==> config.mk <==
export PLATFORM = sky130hd
export DESIGN_NAME = run_ctrl
export DESIGN_NICKNAME = d
export VERILOG_FILES = /design/src/rtl/run_ctrl_pkg.sv /design/src/rtl/run_ctrl_sat_counter.sv /design/src/rtl/run_ctrl.sv
export SDC_FILE = /design/constraint.sdc
export NUM_CORES = 1
export LEC_CHECK = 0
export ABC_CLOCK_PERIOD_IN_PS = 2800
export CAP_MARGIN = 20
export CORE_UTILIZATION = 51
export DETAILED_ROUTE_END_ITERATION = 16
export DONT_BUFFER_PORTS = 1
export PLACE_DENSITY = 0.66
export SLEW_MARGIN = 10
export SYNTH_ARGS = -nofsm -noshare
export SYNTH_HDL_FRONTEND = slang
export SYNTH_HIERARCHICAL = 1
export SYNTH_SLANG_ARGS = --single-unit
==> constraint.sdc <==
create_clock -name CLK -period 2.8 [get_ports CLK]
set_input_delay 0.42 -clock CLK [delete_from_list [all_inputs] [get_ports CLK]]
set_output_delay 0.42 -clock CLK [all_outputs]
set_load 0.05 [all_outputs]
==> src/rtl/run_ctrl_pkg.sv <==
// Shared types and defaults for the run_ctrl start/halt sequencer.
package run_ctrl_pkg;

  typedef enum logic [1:0] {
    IDLE,
    INIT,
    RUN,
    DONE
  } run_state_t;

  localparam int unsigned RUN_CTRL_INIT_MIN_DEF = 2;

  // A zero minimum still needs one INIT cycle to pulse core_rst.
  function automatic int unsigned init_min_eff(input int unsigned m);
    return (m == 0) ? 1 : m;
  endfunction

endpackage

==> src/rtl/run_ctrl_sat_counter.sv <==
// Up-counter with synchronous clear that sticks at all-ones instead of wrapping.
module sat_counter #(
  parameter int unsigned W = 8
) (
  input  logic         clk,
  input  logic         rst,
  input  logic         clr,
  input  logic         en,
  output logic [W-1:0] q
);

  logic [W-1:0] q_q;
  logic [W-1:0] q_d;

  always_comb begin
    q_d = q_q;
    if (clr) begin
      q_d = '0;
    end else if (en && (q_q != '1)) begin
      q_d = q_q + W'(1);
    end
  end

  always_ff @(posedge clk or posedge rst) begin
    if (rst) begin
      q_q <= '0;
    end else begin
      q_q <= q_d;
    end
  end

  assign q = q_q;

endmodule

==> src/rtl/run_ctrl.sv <==
// Host start/halt sequencer: core reset pulse, run window, cycle count and watchdog.
module run_ctrl
  import run_ctrl_pkg::*;
#(
  parameter int unsigned     CNT_W          = 32,
  parameter longint unsigned TIMEOUT_CYCLES = 64'd1_000_000,
  parameter int unsigned     INIT_MIN       = RUN_CTRL_INIT_MIN_DEF
) (
  input  logic             CLK,
  input  logic             Reset,
  input  logic             start,
  input  logic             halt_req,
  output logic             core_rst,
  output logic             run_en,
  output logic             Halt,
  output logic             timeout,
  output logic [CNT_W-1:0] cycle_count
);

  localparam int unsigned     INIT_MIN_EFF = init_min_eff(INIT_MIN);
  localparam int unsigned     INIT_W       = $clog2(INIT_MIN_EFF + 1);
  localparam longint unsigned CNT_MAX      = (CNT_W >= 64) ? 64'hFFFF_FFFF_FFFF_FFFF
                                                           : ((64'd1 << CNT_W) - 64'd1);
  // The count can never reach a limit beyond its own range, so such a watchdog is off.
  localparam bit              WD_EN        = (TIMEOUT_CYCLES != 64'd0) &&
                                             (TIMEOUT_CYCLES <= CNT_MAX);
  localparam logic [CNT_W-1:0] WD_LAST     = CNT_W'(TIMEOUT_CYCLES - 64'd1);

  if ((TIMEOUT_CYCLES != 64'd0) && !WD_EN) begin : g_wd_warn
    $warning("run_ctrl: TIMEOUT_CYCLES does not fit in CNT_W bits, watchdog disabled");
  end

  run_state_t        state_q;
  run_state_t        state_d;
  logic [INIT_W-1:0] init_cnt_q;
  logic [INIT_W-1:0] init_cnt_d;
  logic              timeout_q;
  logic              timeout_d;
  logic              cnt_clr;
  logic              cnt_en;
  logic              wd_hit;

  always_comb begin
    state_d    = state_q;
    init_cnt_d = '0;
    timeout_d  = timeout_q;
    wd_hit     = WD_EN && (cycle_count == WD_LAST);

    case (state_q)
      IDLE: begin
        if (start) state_d = INIT;
      end
      INIT: begin
        timeout_d = 1'b0;
        if (!start && (init_cnt_q >= INIT_W'(INIT_MIN_EFF))) state_d = RUN;
      end
      RUN: begin
        if (start) begin
          state_d = INIT;
        end else if (halt_req) begin
          state_d   = DONE;
          timeout_d = 1'b0;
        end else if (wd_hit) begin
          state_d   = DONE;
          timeout_d = 1'b1;
        end
      end
      DONE: begin
        if (start) state_d = INIT;
      end
      default: state_d = IDLE;
    endcase

    // The entry cycle counts as the first INIT cycle, so INIT lasts exactly INIT_MIN cycles.
    if (state_d == INIT) begin
      timeout_d  = 1'b0;
      init_cnt_d = (state_q != INIT)                      ? INIT_W'(1) :
                   (init_cnt_q >= INIT_W'(INIT_MIN_EFF)) ? init_cnt_q :
                                                           init_cnt_q + INIT_W'(1);
    end

    cnt_clr  = (state_q == INIT) || (state_d == INIT);
    cnt_en   = (state_q == RUN);

    core_rst = (state_q == IDLE) || (state_q == INIT);
    run_en   = (state_q == RUN);
    Halt     = (state_q == DONE);
    timeout  = timeout_q;
  end

  always_ff @(posedge CLK or posedge Reset) begin
    if (Reset) begin
      state_q    <= IDLE;
      init_cnt_q <= '0;
      timeout_q  <= 1'b0;
    end else begin
      state_q    <= state_d;
      init_cnt_q <= init_cnt_d;
      timeout_q  <= timeout_d;
    end
  end

  sat_counter #(
    .W(CNT_W)
  ) u_cycle_cnt (
    .clk (CLK),
    .rst (Reset),
    .clr (cnt_clr),
    .en  (cnt_en),
    .q   (cycle_count)
  );

endmodule

### Word level (Yosys, flattened, before mapping)

Cells that the tools add are included.

* add/subtract/negate cells: 2
* magnitude comparators: 1
* equality and inequality tests: 10
* multiplexer cells: 16
* reduce and logical (&&, ||, !) cells: 10

Operator list (number)
* $mux 32: 2
* $add 32x1->32 const B: 1
* $eq 32x20->1 const B: 1
* $ne 32x32->1 const B: 1
* $mux 2: 8
* $ne 3x3->1 const B: 2
* $pmux 2 s3: 1
* $eq 2x1->1 const B: 2
* $eq 2x2->1 const B: 2
* $mux 1: 4
* $ne 4x4->1 const B: 1
* $reduce_and 3->1: 1
* $reduce_bool 3->1: 1
* $add 2x1->2 const B: 1
* $ge 2x2->1 const B: 1
* $logic_and 1x1->1: 2
* $logic_not 2->1: 1
* $logic_or 1x1->1: 2
* $ne 2x1->1 const B: 1
* $pmux 1 s2: 1
* $reduce_bool 2->1: 1
* $reduce_or 2->1: 1
* $logic_not 1->1: 1

* bits in registers: 37
* input port bits: 4
* output and inout port bits: 36

### Longest topological paths before layout

* depth after elaboration: 8
* mapped depth: 9
* mapped depth without buffers: 9

### Hierarchy

Netlist, hierarchy kept.

Modules (own cells, without submodules)
* sat_counter: instances 1, cells an instance 186, area each 1740.4 um2
* run_ctrl: instances 1, cells an instance 57, area each 485.5 um2

### Least setup slack after synthesis

No wires, ideal clock.

* path kind: reg2reg
* start: register u_cycle_cnt.q_q[16] (netlist: u_cycle_cnt/q[16])
* end: register u_cycle_cnt.q_q[0] (netlist: u_cycle_cnt/q[0])
* library setup time: 132 ps
* arrival time: 2666 ps
* data required time: 2668 ps
* path slack: 2 ps
* cell stages (with the launch flop): 8
* buffers on the path: 1
* period minus slack after synthesis: 2798 ps
* cell sequence: dfrtp_1 > nor4b_2 > nand4_1 > or4_4 > a211o_1 > o21ai_0 > clkbuf_1 > nor2_1

* word-level cells in the longest chain between the ends: 8
* elaborated cells between the ends (all ways): 11
* classes of those cells: 3 x eq/ne; 5 x mux; 3 x reduce/logical

RTL lines
* start: declaration: line run_ctrl_sat_counter.sv:12 `logic [W-1:0] q_q;`
* start signal: assignment: line run_ctrl_sat_counter.sv:28 `q_q <= q_d;`
* $eq 32x20->1 (*): line run_ctrl.sv:47 `wd_hit = WD_EN && (cycle_count == WD_LAST);`
* $mux 2 (*): line run_ctrl.sv:63 `end else if (wd_hit) begin`
* $mux 2 (*): line run_ctrl.sv:60 `end else if (halt_req) begin`
* $mux 2 (*): line run_ctrl.sv:58 `if (start) begin`
* $pmux 2 s3 (*): line run_ctrl.sv:49 `case (state_q)`
* $eq 2x1->1 (*): line run_ctrl.sv:82 `cnt_clr = (state_q == INIT) || (state_d == INIT);`
* $logic_or 1x1->1 (*): line run_ctrl.sv:82
* net cnt_clr: line run_ctrl.sv:39 `logic cnt_clr;`
* $mux 32 / $reduce_bool 2->1 (equally long branches)

The timed path passes the listed nets; every way through them passes the cells marked *.
A chain may end at the register's enable or synchronous reset.

### Final worst setup path

* start: register u_cycle_cnt.q_q[26] (netlist: u_cycle_cnt/q[26])
* end: register u_cycle_cnt.q_q[20] (netlist: u_cycle_cnt/q[20])

Same word-level chain as after synthesis.

==> results.sh <==
export IMPL_whs_ps=106.3
export IMPL_ctsLongestPathBuffers=2
export IMPL_die_h_um=68.07
export IMPL_synth_seq_cells=37
export IMPL_syn_area_per_cell_sq_um=9.160
export IMPL_rr_endpoint="u_cycle_cnt/q[20]"
export IMPL_root_buffer="clkbuf_8"
export IMPL_die_width_um=68.07
export IMPL_synth_top_area_share_pct=41.60
export IMPL_route_antenna_remaining_nets=0
export IMPL_start_util_pct=54.47
export IMPL_area_delta_synth_final_pct=19.67
export IMPL_p_comb_share_pct=32.3
export IMPL_synth_area_leaders="dfrtp_1, a21oi_1, o31ai_1, or4_1, o21ai_0"
export IMPL_grt_overflow_total=0
export IMPL_yosysSeqAreaShare_pct=41.60
export IMPL_cts_tree="built"
export IMPL_diodes=0
export IMPL_post_cts_resized=0
export IMPL_mostFrequentLayoutCells="buf_4, dfrtp_1, a21oi_1"
export IMPL_start_kind="flop"
export IMPL_die_area_sq_mm=0.004633
export IMPL_synth_edff_count=0
export IMPL_htreeDepth=2
export IMPL_switching_share_pct=36.84
export IMPL_yosysWarnings=6
export IMPL_ys_flop_type="dfrtp_1"
export IMPL_rr_worst_depth=7
export IMPL_critPathKind="flop to flop"
export IMPL_internal_power_mw=0.8549
export IMPL_relSlewSlack_pct=65.62
export IMPL_synth_cell_types=45
export IMPL_rows=23
export IMPL_drtIter0Drc=215
export IMPL_dpl_hpwl_mm=3.992
export IMPL_fin_tns_setup_ps=0
export IMPL_antenna_found_initial=0
export IMPL_pin_count=40
export IMPL_seq_area_sq_um=925.9
export IMPL_clk_pin_slew_ps=70
export IMPL_p_per_area_mw_per_mm2=508.2
export IMPL_yosys_area_top_type="dfrtp_1"
export IMPL_timing_fmax_mhz=390.3
export IMPL_seqPwrFrac_pct=42.6
export IMPL_routed_via_density=6.408
export IMPL_clockPowerShare_pct=25.1
export IMPL_endpoint_kind="flop"
export IMPL_tightest_slew_ps=515.8
export IMPL_crit_fanout=12
export IMPL_peakVddDrop_uv=268.9
export IMPL_r2r_setup_slack_ps=240
export IMPL_min_period_ps=2562
export IMPL_grt_max_degree=33
export IMPL_portBuffers=0
export IMPL_setup_viol=0
export IMPL_track_usage_pct=25.87
export IMPL_final_setup_skew_ps=9.703
export IMPL_r2r_start="u_cycle_cnt/q[26]"
export IMPL_drive_gt1_share_pct=22.03
export IMPL_maxSlewViolCount=0
export IMPL_wire_per_inst_um=16.49
export IMPL_leakagePower_nw=1.104
export IMPL_coreArea_sq_mm=0.004086
export IMPL_hold_path_class="input pin to asynchronous set/reset pin"
export IMPL_netlist_area_sq_mm=0.002226
export IMPL_num_nets_final=297
export IMPL_clk_latency_ps=290
export IMPL_max_cap_violations=0
export IMPL_status="finished, final reports clean"
export IMPL_final_common_cell="buf_4"
export IMPL_drc_errors=0
export IMPL_async_flop_share_pct=100.0
export IMPL_stdcell_count=336
export IMPL_dpl_cell_count=329
export IMPL_multi_input_area_sq_mm=0.001212
export IMPL_wl_mm=5.541
export IMPL_cts_buffers=5
export IMPL_syn_instance_count=243
export IMPL_cp_data_arrival_time_ps=2720
export IMPL_vias=2153
export IMPL_rsz0062_at_grt="no"
export IMPL_place_gp_congestion=0.8222
export IMPL_fin_crit_sh_pct=91.52
export IMPL_cts_num_sinks=37
export IMPL_hold_viol=0
export IMPL_synth_nets=253
export IMPL_fill_cells=357
export IMPL_drtPass1Iterations=4
export IMPL_crit_required_ps=2960
export IMPL_grt_pass1_vias=1956
export IMPL_p_sw_mw=0.4987
export IMPL_grt_pass1_wl_mm=8.990
routing by layer:
layer	up-vias	GRT usage [%]	share of wire (%)	routed length, um
li1	1033	-	-	-
met1	1038	34.00	47	2608
met2	74	40.32	46	2568
met3	8	6.667	5.4	298
met4	0	10.42	1.2	65
met5	-	0	0	0
state kept, by name (all words and copies together) (netlist names):
register,flops
init_cnt_q,2
timeout,1
state_q,2
u_cycle_cnt/q,32
metrics by stage:
stage | total power, mW | instance area [sq um] | worst slack, ps | util [%]
final | 1.354 | 2664 | 237.6 | 65.19
after global placement | 1.016 | 2580 | 321.0 | 63.14
after global routing | 1.437 | 2664 | 148.1 | 65.19
after detailed placement | 1.022 | 2580 | 254.4 | 63.14
after CTS | 1.366 | 2664 | 245.7 | 65.19
after floorplan | 0.8828 | 2226 | 2.103 | -
logic make-up after synthesis:
kind of cell,after synthesis,synth area share [%]
flops,37,41.60
xor+xnor,3,1.181
fa+ha+maj,6,3.373
compound gates,77,21.47
buf+inv,22,4.103
mux,1,0.4497
simple gates,97,27.82
critical path, cell delays in order, from the launching register on:
cell	delay (ps)
dfrtp_1	410
nor4_2	330
nand4_1	150
or4_4	570
a211o_1	380
o21ai_2	260
buf_4	250
a21oi_1	80
synthesized netlist by cell type, drive strengths merged, types with 6 or more instances:
library cell,n
nand3,10
nor4,7
or4,16
dfrtp,37
or3,13
ha,6
inv,15
nor2,8
a21oi,33
nand2,14
nand4,9
o31ai,15
o21ai,16
power by group through the flow:
stage | registers (mW) | clock network [mW] | logic (mW)
global route | 0.579 | 0.376 | 0.482
detailed placement | 0.587 | 0 | 0.436
CTS | 0.577 | 0.353 | 0.437
finish | 0.576 | 0.340 | 0.437
global placement | 0.586 | 0 | 0.430
floorplan | 0.587 | 0 | 0.296
cell type report:
class                      count  share of cell area (%)
clock inverter                 1                  0.1879
sequential                    37                   34.76
tap                           50                   2.349
timing repair buffer          44                   12.49
multi-input combinational    184                   45.51
clock buffer                   5                   2.583
inverter                      15                   2.114
repair_timing:
item | in CTS | in global routing
buffers inserted | 0 | 0
endpoints found under the hold margin | 5 | 0
hold buffers | 1 | 0
worst max path at each step:
| stage | startpoint | depth (start not counted) | end |
|---|---|---|---|
| floorplan | u_cycle_cnt/q[16] | 7 | u_cycle_cnt/q[0] |
| global placement | u_cycle_cnt/q[26] | 7 | u_cycle_cnt/q[20] |
| detailed placement | u_cycle_cnt/q[26] | 7 | u_cycle_cnt/q[20] |
| CTS | u_cycle_cnt/q[26] | 7 | u_cycle_cnt/q[20] |
| global route | u_cycle_cnt/q[26] | 7 | u_cycle_cnt/q[20] |
| finish | u_cycle_cnt/q[26] | 7 | u_cycle_cnt/q[20] |
Note: power is estimated with default switching activity, not from simulation.
==> variant 1 (config.mk and constraints unchanged) <==
`RUN_CTRL_INIT_MIN_DEF`: 2 -> 4.
--- a/src/rtl/run_ctrl_pkg.sv
+++ b/src/rtl/run_ctrl_pkg.sv
@@ -8,7 +8,7 @@
     DONE
   } run_state_t;
 
-  localparam int unsigned RUN_CTRL_INIT_MIN_DEF = 2;
+  localparam int unsigned RUN_CTRL_INIT_MIN_DEF = 4;
 
   // A zero minimum still needs one INIT cycle to pulse core_rst.
   function automatic int unsigned init_min_eff(input int unsigned m);
Function: changed (a bounded check fails within 4 cycles, from zero or initial values and one cycle with Reset high).
==> variant 1 against the unedited design <==
Sequential cell count increased by 1; critical endpoint is now u_cycle_cnt/q[30]; cell area rose by 6.3%; clock power rose by 67%; routed wire length hardly changed; setup slack worse by 0.0087 ns; area after synthesis up 2.6%; power up 10%; largest power group unchanged.
==> variant 1: results (changes against the unedited design) <==
placed_design:
  hpwlAfterDp_um: 4000  # was 3990 µm
  place_congestion: 0.855  # was 0.822
  dpl_cell_area_mm2: 0.00266  # was 0.00258 mm²
  post-place-ws_ns: 0.194  # was 0.254 ns
  io_buffers: 0  # unchanged
  dp_cells: 336  # was 329
logic_synthesis:
  ys_types: 48  # was 45
  netlist_instances: 247  # was 243
  synth_mux_area_frac: 0.00877  # was 0.00450
  synthTopCellsByCount: "dfrtp_1, a21oi_1, inv_1, nand2_1"  # was dfrtp_1, a21oi_1, o21ai_0
  synth_seq_area_share: 0.416  # about the same
  synth-compound-area-share: 0.210  # was 0.215
  synth_fp_nets: 258  # was 253
  synth-xor-area-share: 0.0115  # was 0.0118
  yosys-top-cells-area: "dfrtp_1, a21oi_1, o31ai_1, or4_1, ha_1"  # was dfrtp_1, a21oi_1, o31ai_1, or4_1, o21ai_0
  synth_adder_area_share: 0.0384  # was 0.0337
pwr:
  power_frac_clock: 0.381  # was 0.251
  ir_drop_mv: 0.409  # was 0.269 mV
  sequentialPower_w: 0.000583  # was 0.000576 W
  switching_share: 0.311  # was 0.368
  p_leak_nw: 1.20  # was 1.10 nW
  intPower_w: 0.00103  # was 0.000855 W
run_status:
  status: "completed"  # unchanged
sta:
  max_freq_mhz: 389  # was 390 MHz
  slew_headroom: 0.475  # was 0.656
  skew_ns: 0.0104  # was 0.00970 ns
  whs_ns: 0.0721  # was 0.106 ns
route:
  routed-wl-met2_um: 2720  # was 2570 µm
  wl_met1_um: 2440  # was 2610 µm
  wl_met3_um: 325  # was 298 µm
  initialDrtViolationCount: 94  # was 215
  wire_per_inst_um: 16.0  # was 16.5 µm
  vias_per_cell: 6.23  # was 6.41
global_route:
  grt_pass1_wl_um: 8820  # was 8990 µm
  grt_max_degree: 20  # was 33
  use_met3: 0.0855  # was 0.0667
  grtUsageMet2: 0.413  # was 0.403
  grt_usage: 0.255  # was 0.259
  grt_pass1_vias: 1940  # was 1956
  use_met1: 0.319  # was 0.340
worst_setup_path:
  worst-path-max-fanout: 14  # was 12
  r2r_slack_ns: 0.23
  cp.arrival_ns: 2.79  # was 2.72 ns
  critPathMaxStageDelay_ns: 0.48  # was 0.57 ns
  crit_path_end: "u_cycle_cnt/q[30]"  # was u_cycle_cnt/q[20]
  r2r_start: "u_cycle_cnt/q[1]"  # was u_cycle_cnt/q[26]
cells_and_area:
  layout-drive-gt1-share: 0.229  # was 0.220
  nNetsFinal: 307  # was 297
  final_cell_area_mm2: 0.00283  # was 0.00266 mm²
  fin_cells: 347  # was 336
  fillCellCount: 356  # was 357
-- variant 1: cell count changes after synthesis, moves of 2 or more --
cell and change:
nand2_1 +2, nor4_1 +3, a31oi_1 -2, a21oi_1 -3
nor2b_1 +2, nor4_2 -3, o41ai_1 +2
-- variant 1: worst register-to-register path, cell delays in order (launching register included) --
cell	delay, ns
dfrtp_1	0.37
buf_4	0.22
ha_1	0.22
nand2_1	0.14
or4_4	0.48
or3_4	0.42
or4_1	0.48
a21oi_1	0.15
-- variant 1: layout make-up --
cell class,count,area [µm²],share of cell area
Multi-Input combinational cell,187,1260,0.444
Sequential cell,38,951,0.336
Timing Repair Buffer,48,363,0.128
Clock buffer,5,68.8,0.0243
Clock inverter,3,68.8,0.0243
Tap cell,50,62.6,0.0221
Inverter,16,60.1,0.0212
-- variant 1: repair_timing --
action,4_1_cts,5_1_grt
hold buffers,1,0
endpoints found under the setup margin,0,17
hold endpoints to repair,6,0
setup buffers,0,2
gates resized for setup,0,2
==> variant 2 (same settings) <==
Without the edit above. Encoding of `run_state_t`: now one-hot (4 bits for 4 states).
--- a/src/rtl/run_ctrl_pkg.sv
+++ b/src/rtl/run_ctrl_pkg.sv
@@ -1,11 +1,11 @@
 // Shared types and defaults for the run_ctrl start/halt sequencer.
 package run_ctrl_pkg;
 
-  typedef enum logic [1:0] {
-    IDLE,
-    INIT,
-    RUN,
-    DONE
+  typedef enum logic [3:0] {
+    IDLE = 4'b0001,
+    INIT = 4'b0010,
+    RUN  = 4'b0100,
+    DONE = 4'b1000
   } run_state_t;
 
   localparam int unsigned RUN_CTRL_INIT_MIN_DEF = 2;
Formal check against the unedited RTL: no difference found for any inputs over 10 cycles, from zero or initial values and one cycle with Reset high; not proved beyond that.
==> variant 2 against the unedited design <==
Final cell count shrank 1.2%; area after synthesis grew 1.8%; power is 0.76% higher; die area rose by 1.7%; setup slack better by 0.035 ns; sequential share of layout area rose by 1.4 points; cell area rose by 1.5%; routed wire length up 1.6%; sequential cell count grew 2; largest cell class unchanged.
==> variant 2: results (changes against the unedited design) <==
run_status:
  status: "completed"  # unchanged
placed_design:
  dpl_cell_area_mm2: 0.00261  # was 0.00258 mm²
  place_congestion: 0.811  # was 0.822
  io_buffers: 0  # unchanged
  hpwlAfterDp_um: 4130  # was 3990 µm
worst_setup_path:
  r2r_slack_ns: 0.27  # was 0.24 ns
  worst-path-max-fanout: 15  # was 12
  reg2reg_to: "u_cycle_cnt/q[27]"  # was u_cycle_cnt/q[20]
  r2r_cells: 8  # was 7
  critical_path.slowest_cell: "or4_1"  # was or4_4
  cp.arrival_ns: 2.75  # was 2.72 ns
  critPathMaxStageDelay_ns: 0.51  # was 0.57 ns
logic_synthesis:
  synth_fp_nets: 247  # was 253
  synthTopCellsByCount: "dfrtp_1, a21oi_1, o31ai_1, or4_1"  # was dfrtp_1, a21oi_1, o21ai_0
  yosys-top-cells-area: "dfrtp_1, a21oi_1, o31ai_1, or4_1, or3_1"  # was dfrtp_1, a21oi_1, o31ai_1, or4_1, o21ai_0
  ys_types: 51  # was 45
  synth_seq_area_share: 0.431  # was 0.416
clocking:
  cts_sinks: 39  # was 37
pwr:
  ir_drop_mv: 0.387  # was 0.269 mV
  p_leak_nw: 1.12  # was 1.10 nW
  pg_comb_w: 0.000348  # was 0.000437 W
  power_frac_clock: 0.277  # was 0.251
  intPower_w: 0.000891  # was 0.000855 W
cells_and_area:
  nonClkBufAreaFrac: 0.115  # was 0.125
  multi_input_area_mm2: 0.00122  # was 0.00121 mm²
  nNetsFinal: 288  # was 297
  clkbuf_count: 6  # was 5
  multi_input_comb_cells: 182  # was 184
  final_cell_area_mm2: 0.00270  # was 0.00266 mm²
  fillCellCount: 341  # was 357
  buffers_excl_clock: 41  # was 44
  layout-drive-gt1-share: 0.213  # was 0.220
route:
  routed-wl-met2_um: 2760  # was 2570 µm
  wl_met3_um: 354  # was 298 µm
  vias_per_cell: 6.51  # was 6.41
  initialDrtViolationCount: 168  # was 215
  wl_met1_um: 2450  # was 2610 µm
  routed_wl_um: 5630  # was 5540 µm
global_route:
  use_met3: 0.0691  # was 0.0667
  use_met1: 0.350  # was 0.340
  grt_usage: 0.269  # was 0.259
  grt_pass1_vias: 2064  # was 1956
  grt_pass1_wl_um: 9360  # was 8990 µm
  grtUsageMet2: 0.428  # was 0.403
sta:
  skew_ns: 0.0113  # was 0.00970 ns
variant 2: cell count changes after synthesis, moves of 3 or more:
cell / delta
a21oi_1: -4
ha_1: -4
nand2_1: -3
nand2b_1: +3
o21ai_0: -4
or4_1: +3
variant 2: per-stage QoR:
step / setup WS (ns) / std cells / util / power, W / hold slack, ns
2_1_floorplan: 0.127 / 241 / - / 0.000896 / 0.223
3_3_place_gp: 0.495 / 324 / 0.629 / 0.000981 / 0.254
6_report: 0.272 / 332 / 0.652 / 0.00136 / 0.102
4_1_cts: 0.315 / 332 / 0.652 / 0.00137 / 0.117
5_1_grt: 0.141 / 332 / 0.652 / 0.00143 / 0.156
3_5_place_dp: 0.390 / 324 / 0.629 / 0.000994 / 0.258
variant 2: cells by family (layout without fill, tap and decap cells):
group,after synthesis,after routing,share of synthesized area
mux,1,1,0.00442
compound gates,74,74,0.213
flops,39,39,0.431
fa+ha+maj,2,2,0.0110
buf+inv,20,61,0.0370
xor+xnor,5,5,0.0193
simple gates,100,100,0.284
